File: config.mk
export PLATFORM = sky130hd
export DESIGN_NAME = dmem_arbiter
export DESIGN_NICKNAME = d
export VERILOG_FILES = /design/src/rtl/dmem_arbiter_pkg.sv /design/src/rtl/dmem_arbiter_rr_arbiter2.sv /design/src/rtl/dmem_arbiter.sv
export SDC_FILE = /design/constraint.sdc
export NUM_CORES = 1
export LEC_CHECK = 0
export CAP_MARGIN = 5
export CELL_PAD_IN_SITES_DETAIL_PLACEMENT = 0
export CELL_PAD_IN_SITES_GLOBAL_PLACEMENT = 1
export CORE_ASPECT_RATIO = 1.75
export CORE_UTILIZATION = 28
export CTS_BUF_LIST = sky130_fd_sc_hd__clkbuf_16
export CTS_CLUSTER_DIAMETER = 40
export DETAILED_ROUTE_END_ITERATION = 7
export GPL_ROUTABILITY_DRIVEN = 0
export PLACE_DENSITY = 0.87
export SLEW_MARGIN = 20
export SYNTH_ARGS = -nofsm -noshare
export SYNTH_HDL_FRONTEND = slang
export SYNTH_SLANG_ARGS = --single-unit
File: constraint.sdc
create_clock -name clk -period 4 [get_ports clk]
set_input_delay 0.8 -clock clk [delete_from_list [all_inputs] [get_ports clk]]
set_output_delay 0.8 -clock clk [all_outputs]
set_load 0.02 [all_outputs]
File: src/rtl/dmem_arbiter_pkg.sv
// ---------------------------------------------------------------------------
// dmem_arbiter_pkg
// Shared definitions for the data-memory arbiter: FSM state encoding, memory
// geometry and requester index constants.
// ---------------------------------------------------------------------------
package dmem_arbiter_pkg;

  typedef enum logic [1:0] {
    ST_IDLE   = 2'd0,
    ST_ACCESS = 2'd1,
    ST_RESP   = 2'd2
  } state_e;

  localparam int MEM_BYTES  = 20;
  localparam int WORD_BYTES = 4;

  // Requester indices
  localparam int REQ_PIPE = 0;   // pipeline load/store
  localparam int REQ_DBG  = 1;   // debug / DMA

  // One-hot vector for a 1-bit requester index
  function automatic logic [1:0] idx_onehot(input logic idx);
    return idx ? 2'b10 : 2'b01;
  endfunction

endpackage

File: src/rtl/dmem_arbiter_rr_arbiter2.sv
// ---------------------------------------------------------------------------
// rr_arbiter2
// Combinational two-way round-robin pick.
//   req  : request vector
//   ptr  : index of the last granted requester
//   any  : at least one request present
//   win  : selected requester index (valid when any = 1)
// On a tie the requester not pointed to by ptr wins.
// ---------------------------------------------------------------------------
module rr_arbiter2 (
  input  logic [1:0] req,
  input  logic       ptr,
  output logic       any,
  output logic       win
);

  always_comb begin
    any = |req;
    win = 1'b0;
    case (req)
      2'b01:   win = 1'b0;
      2'b10:   win = 1'b1;
      2'b11:   win = ~ptr;
      default: win = 1'b0;
    endcase
  end

endmodule

File: src/rtl/dmem_arbiter.sv
// ---------------------------------------------------------------------------
// dmem_arbiter
// Arbitrates two requesters (pipeline, debug/DMA) onto a single data-memory
// port. Each access takes three cycles: IDLE (arbitrate/latch), ACCESS
// (memory strobe), RESP (completion pulse). All outputs are registered.
//
// Ports
//   clk, reset     : clock, asynchronous active-low reset
//   req/we         : per-requester request and write enable
//   addr/wdata     : per-requester address/store data, 32 bits per requester
//   gnt/rvalid     : one-hot grant and completion pulses
//   rdata/err      : load data and error flag, valid with rvalid
//   mem_*          : data-memory interface
//
// state     | meaning
// ----------+----------------------------------------------------------
// ST_IDLE   | waiting for a request; arbitrate and latch the winner
// ST_ACCESS | gnt pulse, memory strobe, capture response
// ST_RESP   | rvalid pulse with rdata/err
// ---------------------------------------------------------------------------
module dmem_arbiter
  import dmem_arbiter_pkg::*;
#(
  parameter int MEM_BYTES = dmem_arbiter_pkg::MEM_BYTES,
  parameter int N_REQ     = 2
) (
  input  logic                  clk,
  input  logic                  reset,
  input  logic [N_REQ-1:0]      req,
  input  logic [N_REQ-1:0]      we,
  input  logic [32*N_REQ-1:0]   addr,
  input  logic [32*N_REQ-1:0]   wdata,
  output logic [N_REQ-1:0]      gnt,
  output logic [N_REQ-1:0]      rvalid,
  output logic [31:0]           rdata,
  output logic                  err,
  output logic [31:0]           mem_addr,
  output logic [31:0]           mem_wdata,
  output logic                  mem_read,
  output logic                  mem_write,
  input  logic [31:0]           mem_rdata
);

  // Highest legal word-aligned start address
  localparam logic [31:0] MAX_ADDR = 32'(MEM_BYTES - WORD_BYTES);

  state_e      state_q, state_d;
  logic        ptr_q, ptr_d;
  logic        win_q, win_d;
  logic        we_q, we_d;
  logic        illegal_q, illegal_d;
  logic [1:0]  gnt_q, gnt_d;
  logic [1:0]  rvalid_q, rvalid_d;
  logic [31:0] rdata_q, rdata_d;
  logic        err_q, err_d;
  logic [31:0] mem_addr_q, mem_addr_d;
  logic [31:0] mem_wdata_q, mem_wdata_d;
  logic        mem_read_q, mem_read_d;
  logic        mem_write_q, mem_write_d;

  logic        arb_any;
  logic        arb_win;
  logic        sel_we;
  logic [31:0] sel_addr;
  logic [31:0] sel_wdata;
  logic        sel_illegal;

  rr_arbiter2 u_rr (
    .req (req),
    .ptr (ptr_q),
    .any (arb_any),
    .win (arb_win)
  );

  always_comb begin
    sel_we      = arb_win ? we[REQ_DBG] : we[REQ_PIPE];
    sel_addr    = arb_win ? addr[32*REQ_DBG +: 32]  : addr[32*REQ_PIPE +: 32];
    sel_wdata   = arb_win ? wdata[32*REQ_DBG +: 32] : wdata[32*REQ_PIPE +: 32];
    sel_illegal = (sel_addr[1:0] != 2'b00) || (sel_addr > MAX_ADDR);
  end

  always_comb begin
    // latched fields hold; pulse-type outputs default low
    state_d     = state_q;
    ptr_d       = ptr_q;
    win_d       = win_q;
    we_d        = we_q;
    illegal_d   = illegal_q;
    gnt_d       = 2'b00;
    rvalid_d    = 2'b00;
    rdata_d     = 32'h0;
    err_d       = 1'b0;
    mem_addr_d  = 32'h0;
    mem_wdata_d = 32'h0;
    mem_read_d  = 1'b0;
    mem_write_d = 1'b0;

    case (state_q)
      ST_IDLE: begin
        if (arb_any) begin
          state_d     = ST_ACCESS;
          win_d       = arb_win;
          ptr_d       = arb_win;
          we_d        = sel_we;
          illegal_d   = sel_illegal;
          gnt_d       = idx_onehot(arb_win);
          mem_addr_d  = sel_addr;
          mem_wdata_d = sel_wdata;
          mem_read_d  = !sel_we && !sel_illegal;
          mem_write_d = sel_we && !sel_illegal;
        end
      end
      ST_ACCESS: begin
        state_d  = ST_RESP;
        rvalid_d = idx_onehot(win_q);
        err_d    = illegal_q;
        rdata_d  = (we_q || illegal_q) ? 32'h0 : mem_rdata;
      end
      ST_RESP: begin
        state_d = ST_IDLE;
      end
      default: begin
        state_d = ST_IDLE;
      end
    endcase
  end

  always_ff @(posedge clk or negedge reset) begin
    if (!reset) begin
      state_q     <= ST_IDLE;
      ptr_q       <= 1'b1;
      win_q       <= 1'b0;
      we_q        <= 1'b0;
      illegal_q   <= 1'b0;
      gnt_q       <= 2'b00;
      rvalid_q    <= 2'b00;
      rdata_q     <= 32'h0;
      err_q       <= 1'b0;
      mem_addr_q  <= 32'h0;
      mem_wdata_q <= 32'h0;
      mem_read_q  <= 1'b0;
      mem_write_q <= 1'b0;
    end else begin
      state_q     <= state_d;
      ptr_q       <= ptr_d;
      win_q       <= win_d;
      we_q        <= we_d;
      illegal_q   <= illegal_d;
      gnt_q       <= gnt_d;
      rvalid_q    <= rvalid_d;
      rdata_q     <= rdata_d;
      err_q       <= err_d;
      mem_addr_q  <= mem_addr_d;
      mem_wdata_q <= mem_wdata_d;
      mem_read_q  <= mem_read_d;
      mem_write_q <= mem_write_d;
    end
  end

  assign gnt       = gnt_q;
  assign rvalid    = rvalid_q;
  assign rdata     = rdata_q;
  assign err       = err_q;
  assign mem_addr  = mem_addr_q;
  assign mem_wdata = mem_wdata_q;
  assign mem_read  = mem_read_q;
  assign mem_write = mem_write_q;

endmodule

Word level (Yosys, flattened, before mapping)
Index checks and enable logic that the tools add are counted.
{ "totals": {"reg_bits": 109, "latchBits": 0, "ram_bits": 0, "mem_bits_ro": 0, "inputBits": 166, "output_inout_bits": 103, "wordCells": 51, "memories": 0} }
{ "classes": {"add_sub_neg": 0, "n_mul": 0, "n_div": 0, "order_cmp": 1, "eq_ne": 4, "shift": 0, "n_mux": 22, "bitwise_logic": 1, "reduce_logical": 10} }
{ "ops": {"columns": ["cell", "count"], "rows": [
  ["32-bit two-way mux", 8],
  ["32-bit by 5-bit greater-than comparator with 1-bit output, second input constant", 1],
  ["2-bit two-way mux", 6],
  ["1-bit two-way mux", 6],
  ["2-bit equality test, second input constant", 2],
  ["2-bit one-hot mux with 2 select lines", 1],
  ["2-bit by 1-bit equality test with 1-bit output, second input constant", 1],
  ["1-bit logical AND", 2],
  ["1-bit zero test", 2],
  ["2-bit zero test", 1],
  ["1-bit logical OR", 2],
  ["2-bit inequality test, second input constant", 1],
  ["1-bit one-hot mux with 2 select lines", 1],
  ["2-bit AND reduction", 1],
  ["2-bit nonzero test", 1],
  ["2-bit OR reduction", 1],
  ["1-bit inverter", 1]
]} }

Longest topological paths before layout
{ "depth": {"ltp_word": 9, "ltp_mapped": 6, "ltp_nobuf": 5} }

Hierarchy
A second synthesis with hierarchy kept.
{ "hier_totals": {"cells_unflattened": 340, "area_unflattened_um2": 4187.8} }
{ "by_module_without_submodules": {"columns": ["mod", "n_inst", "cells_each", "area_each_um2", "seq_area_each_um2"], "rows": [
  ["dmem_arbiter", 1, 338, 4174.0, 2728.9],
  ["rr_arbiter2", 1, 2, 13.8, 0.0]
]} }

Worst setup path before layout
OpenSTA, ideal clock, no wires.
{ "synth_path": {"kind": "input to register", "startpoint": "input port req[1]", "endpoint": "register illegal_q", "setup_ps": 119, "t_arrival_ps": 1725, "required_ps": 3881, "path_slack_ps": 2156, "cell_stages": 6, "path_buffers": 1, "cell_sequence": "a21bo_1 buf_2 nor3_4 nand4_1 o2bb2ai_1 o21a_1"} }
{ "synth_between": {"elab_chain_cells": 5, "word_cells_on_any_way": 9, "cone_classes": "1 x order compare; 2 x eq/ne; 2 x mux; 4 x reduce/logical"} }
{ "synth_lines": {"columns": ["item", "line_no", "rtl"], "rows": [
  ["start: declaration", "dmem_arbiter.sv:29", "input logic [N_REQ-1:0] req,"],
  ["2-bit equality test", "dmem_arbiter_rr_arbiter2.sv:20", "case (req)"],
  ["1-bit one-hot mux with 2 select lines", "dmem_arbiter_rr_arbiter2.sv:20", null],
  ["32-bit two-way mux", "dmem_arbiter.sv:77", "sel_addr = arb_win ? addr[32*REQ_DBG +: 32] : addr[32*REQ_PIPE +: 32];"],
  ["32-bit by 5-bit greater-than comparator with 1-bit output or 2-bit nonzero test (tied branches)", "dmem_arbiter.sv:79", "sel_illegal = (sel_addr[1:0] != 2'b00) || (sel_addr > MAX_ADDR);"],
  ["1-bit logical OR", "dmem_arbiter.sv:79", null],
  ["end signal: assignment", "dmem_arbiter.sv:148", "illegal_q <= illegal_d;"],
  ["end: declaration", "dmem_arbiter.sv:51", "logic illegal_q, illegal_d;"]
]} }
Several ways; a longest one is shown, not always the timed one.
A chain may end at the register's enable or synchronous reset.

Worst setup path in the final report
{ "layout_path": {"startpoint": "input port req[1]", "endpoint": "register mem_wdata_q[16] (netlist: mem_wdata[16])"} }
{ "layout_between": {"elab_chain_cells": 5, "word_cells_on_any_way": 7, "cone_classes": "2 x eq/ne; 4 x mux; 1 x reduce/logical"} }
{ "layout_lines": {"columns": ["item", "line_no", "rtl"], "rows": [
  ["2-bit equality test", "dmem_arbiter_rr_arbiter2.sv:20", null],
  ["1-bit one-hot mux with 2 select lines", "dmem_arbiter_rr_arbiter2.sv:20", null],
  ["32-bit two-way mux", "dmem_arbiter.sv:78", "sel_wdata = arb_win ? wdata[32*REQ_DBG +: 32] : wdata[32*REQ_PIPE +: 32];"],
  ["32-bit two-way mux (*)", "dmem_arbiter.sv:100", "if (arb_any) begin"],
  ["32-bit two-way mux (*)", "dmem_arbiter.sv:98", "case (state_q)"],
  ["named net mem_wdata_d[16]", "dmem_arbiter.sv:57", "logic [31:0] mem_wdata_q, mem_wdata_d;"],
  ["end signal: assignment", "dmem_arbiter.sv:154", "mem_wdata_q <= mem_wdata_d;"],
  ["end: declaration", "dmem_arbiter.sv:57", null]
]} }
Mark *: on every way through the listed nets, which the timed path passes. The rest lies on a longest branch.

==> flow_metrics.tcl <==
set metrics [dict create \
    rsz0062_at_grt "false" \
    antenna_found_initial 0 \
    cp-startpoint "req[1]" \
    synth_area_leaders "dfrtp_1 68%, a22o_1 7.0%, nand2_1 6.1%" \
    cts-root-buf "clkbuf_16" \
    finalMaxSlewViolations 0 \
    drt-wirelength-per-cell_um 16.2 \
    p_leak_nw 3.18 \
    grt_max_degree 69 \
    syn-cell-area_um2 3990 \
    worstPathCellList "clkdlybuf4s50_1 -> a21bo_1 -> nor3_4 -> buf_4 -> a22o_1" \
    cap_violations 0 \
    synth_common_cells "108 x dfrtp_1, 65 x nand2_1, 34 x and2_1" \
    cts_num_sinks 109 \
    final.setup.tns_ns 0 \
    required_ns 4.28 \
    max_freq_mhz 430 \
    timing.final.hold_violations 0 \
    yosysTopAreaCell "dfrtp_1" \
    critPathKind "in -> reg" \
    tightestPinTransition_ns 0.836 \
    p_sw_frac 0.321 \
    final-setup-viol-count 0 \
    grt_first_pass_wirelength_mm 19.8 \
    ant_nets 0 \
    p_comb_frac 0.356 \
    reg2reg_from "ptr_q" \
    synthDominantCellAreaShare 0.678 \
    cp_max_fo 35 \
    synth_edf_count 0 \
    pwr_density_cell_nw_per_um2 518 \
    seqPwrFrac 0.378 \
    syn2layout_area_growth_pct 81.2 \
    postCtsSetupBuffers 0 \
    startpoint_type "input pin" \
    hold_class "reg -> reg" \
    cts_buffer_depth 2 \
    min-delay-start "win_q" \
    period_share 0.582 \
    core_area_um2 13900 \
    async_reset_ff_frac 1.00 \
    die_h_um 160 \
    routed_wl_mm 12.8 \
    overflow 0 \
    dp_cells 772 \
    drcViolationCount 0 \
    cp_num_buf_inv 2 \
    yosysMostFrequentCell "dfrtp_1" \
    syn_nets 505 \
    cts_tree "yes" \
    whs_path_depth 1 \
    peakVddDrop_v 0.000300 \
    die_w_um 92.2 \
    avgSynthCellArea_um2 11.8 \
    final_layout_size_suffix_gt1_frac 0.0491 \
    clockPowerShare 0.266 \
    htreeDepth 3 \
    portBuffers 268 \
    postSynthCellCount 339 \
    first_pass_iters 4 \
    ys_seq_area_frac 0.684 \
    path_depth 5 \
    ys.flop_type "dfrtp_1" \
    final_util 0.520 \
    clk_pin_slew_ns 0.08 \
    n_antenna_cell 0 \
    dp_hpwl_mm 9.93 \
    rows 57 \
    start_util 0.287 \
    insertion_delay_ns 0.34 \
    critPathTopFamily "buffers and inverters" \
    nets 772 \
    grt_pass1_vias 3822 \
    cpMaxStageDelayCell "clkdlybuf4s50_1" \
    synth-warning-count 0 \
    yosysUniqueCellTypes 26 \
    final_cells 788 \
    fin_crit_ns 2.33 \
    internal_power_mw 2.54 \
    cp_slowest_stage_delay_ns 0.53 \
    via_per_inst 4.56 \
    drt_iter0_markers 93 \
    cts_resized 0 \
    grt_use_total 0.175 \
    dieArea_um2 14700 \
    reg2reg_depth 4 \
    max_slew_margin 0.443 \
    status "finished clean" \
    ys_ff_latch 109 \
    via_count 3592 \
    ctsHoldBuffers 0 \
    io_pins 269 \
    end_kind "register" \
    clock_skew_ns 0.0113 \
    worstPathArrival_ns 2.61 \
    switching_power_mw 1.20 \
    cts_buffers 9 \
]
-- layer usage --
metal	vias to the layer above	part of all wire	global-route usage
li1	1689	-	-
met1	1711	0.35	0.182
met2	165	0.56	0.330
met3	27	0.060	0.0400
met4	0	0.028	0.0696
met5	-	0	0
-- worst paths after layout --
| check | endpoint | slack (ns) |
|---|---|---|
| min in group asynchronous | rdata[1] | 0.55 |
| max | mem_wdata[16] | 1.67 |
| max reg2reg | mem_wdata[0] | 2.20 |
| max in group asynchronous | mem_wdata[29] | 2.59 |
| min reg2reg | rvalid[0] | 0.46 |
| min | rvalid[0] | 0.46 |
-- stage by stage --
stage | power [mW] | hold slack [ns] | worst slack [ns] | instance area, um2
floorplan | 2.04 | 0.418 | 2.16 | 3990
global placement | 2.75 | 0.439 | 1.36 | 6880
detailed placement | 2.78 | 0.447 | 1.29 | 6880
CTS | 3.80 | 0.473 | 1.65 | 7230
global route | 3.93 | 0.470 | 1.57 | 7230
finish | 3.74 | 0.462 | 1.67 | 7230
-- cells in the final DEF, fill, tap and decap left out, types with 2 or more instances in the layout --
cell type and count:
nand3_1 2, nand4_1 4, inv_1 3, a21o_1 2
nor2_1 8, nand2b_1 2, nor3_1 2, buf_4 9
a22o_1 32, bufinv_16 2, o21ai_0 3, and2_1 34
nor4_1 12, a21oi_1 32, clkbuf_16 9, nand2_1 65
dfrtp_1 108, clkdlybuf4s50_1 267, clkinv_8 2
-- kinds of logic after synthesis --
family          after synthesis  share of synthesized area
simple gates                132                      0.162
flops                       109                      0.684
compound gates               74                      0.128
buf+inv                      23                     0.0232
mux                           1                    0.00251
-- state kept, by name, indices dropped and copies added (netlist names) --
| register | count |
|---|---|
| err | 1 |
| mem_addr | 32 |
| mem_read | 1 |
| mem_wdata | 32 |
| rvalid | 2 |
| illegal_q | 1 |
| state_q | 2 |
| gnt | 2 |
| we_q | 1 |
| mem_write | 1 |
| rdata | 32 |
| win_q | 1 |
| ptr_q | 1 |
-- final cells by class --
type | count | area, um2
clock inverter | 7 | 120
multi-input combinational | 207 | 1180
clock buffer | 9 | 225
tap | 177 | 221
inverter | 3 | 11.3
sequential | 109 | 2730
fill | 1256 | 6680
timing repair buffer | 276 | 2740
-- power by group through the flow --
stage,combinational [mW],sequential (mW),clock (mW)
2_1_floorplan,0.352,1.69,0
3_3_place_gp,1.32,1.43,0
3_5_place_dp,1.35,1.44,0
4_1_cts,1.35,1.42,1.03
5_1_grt,1.42,1.44,1.08
6_report,1.33,1.42,0.995
(Power assumes the default switching activity.)
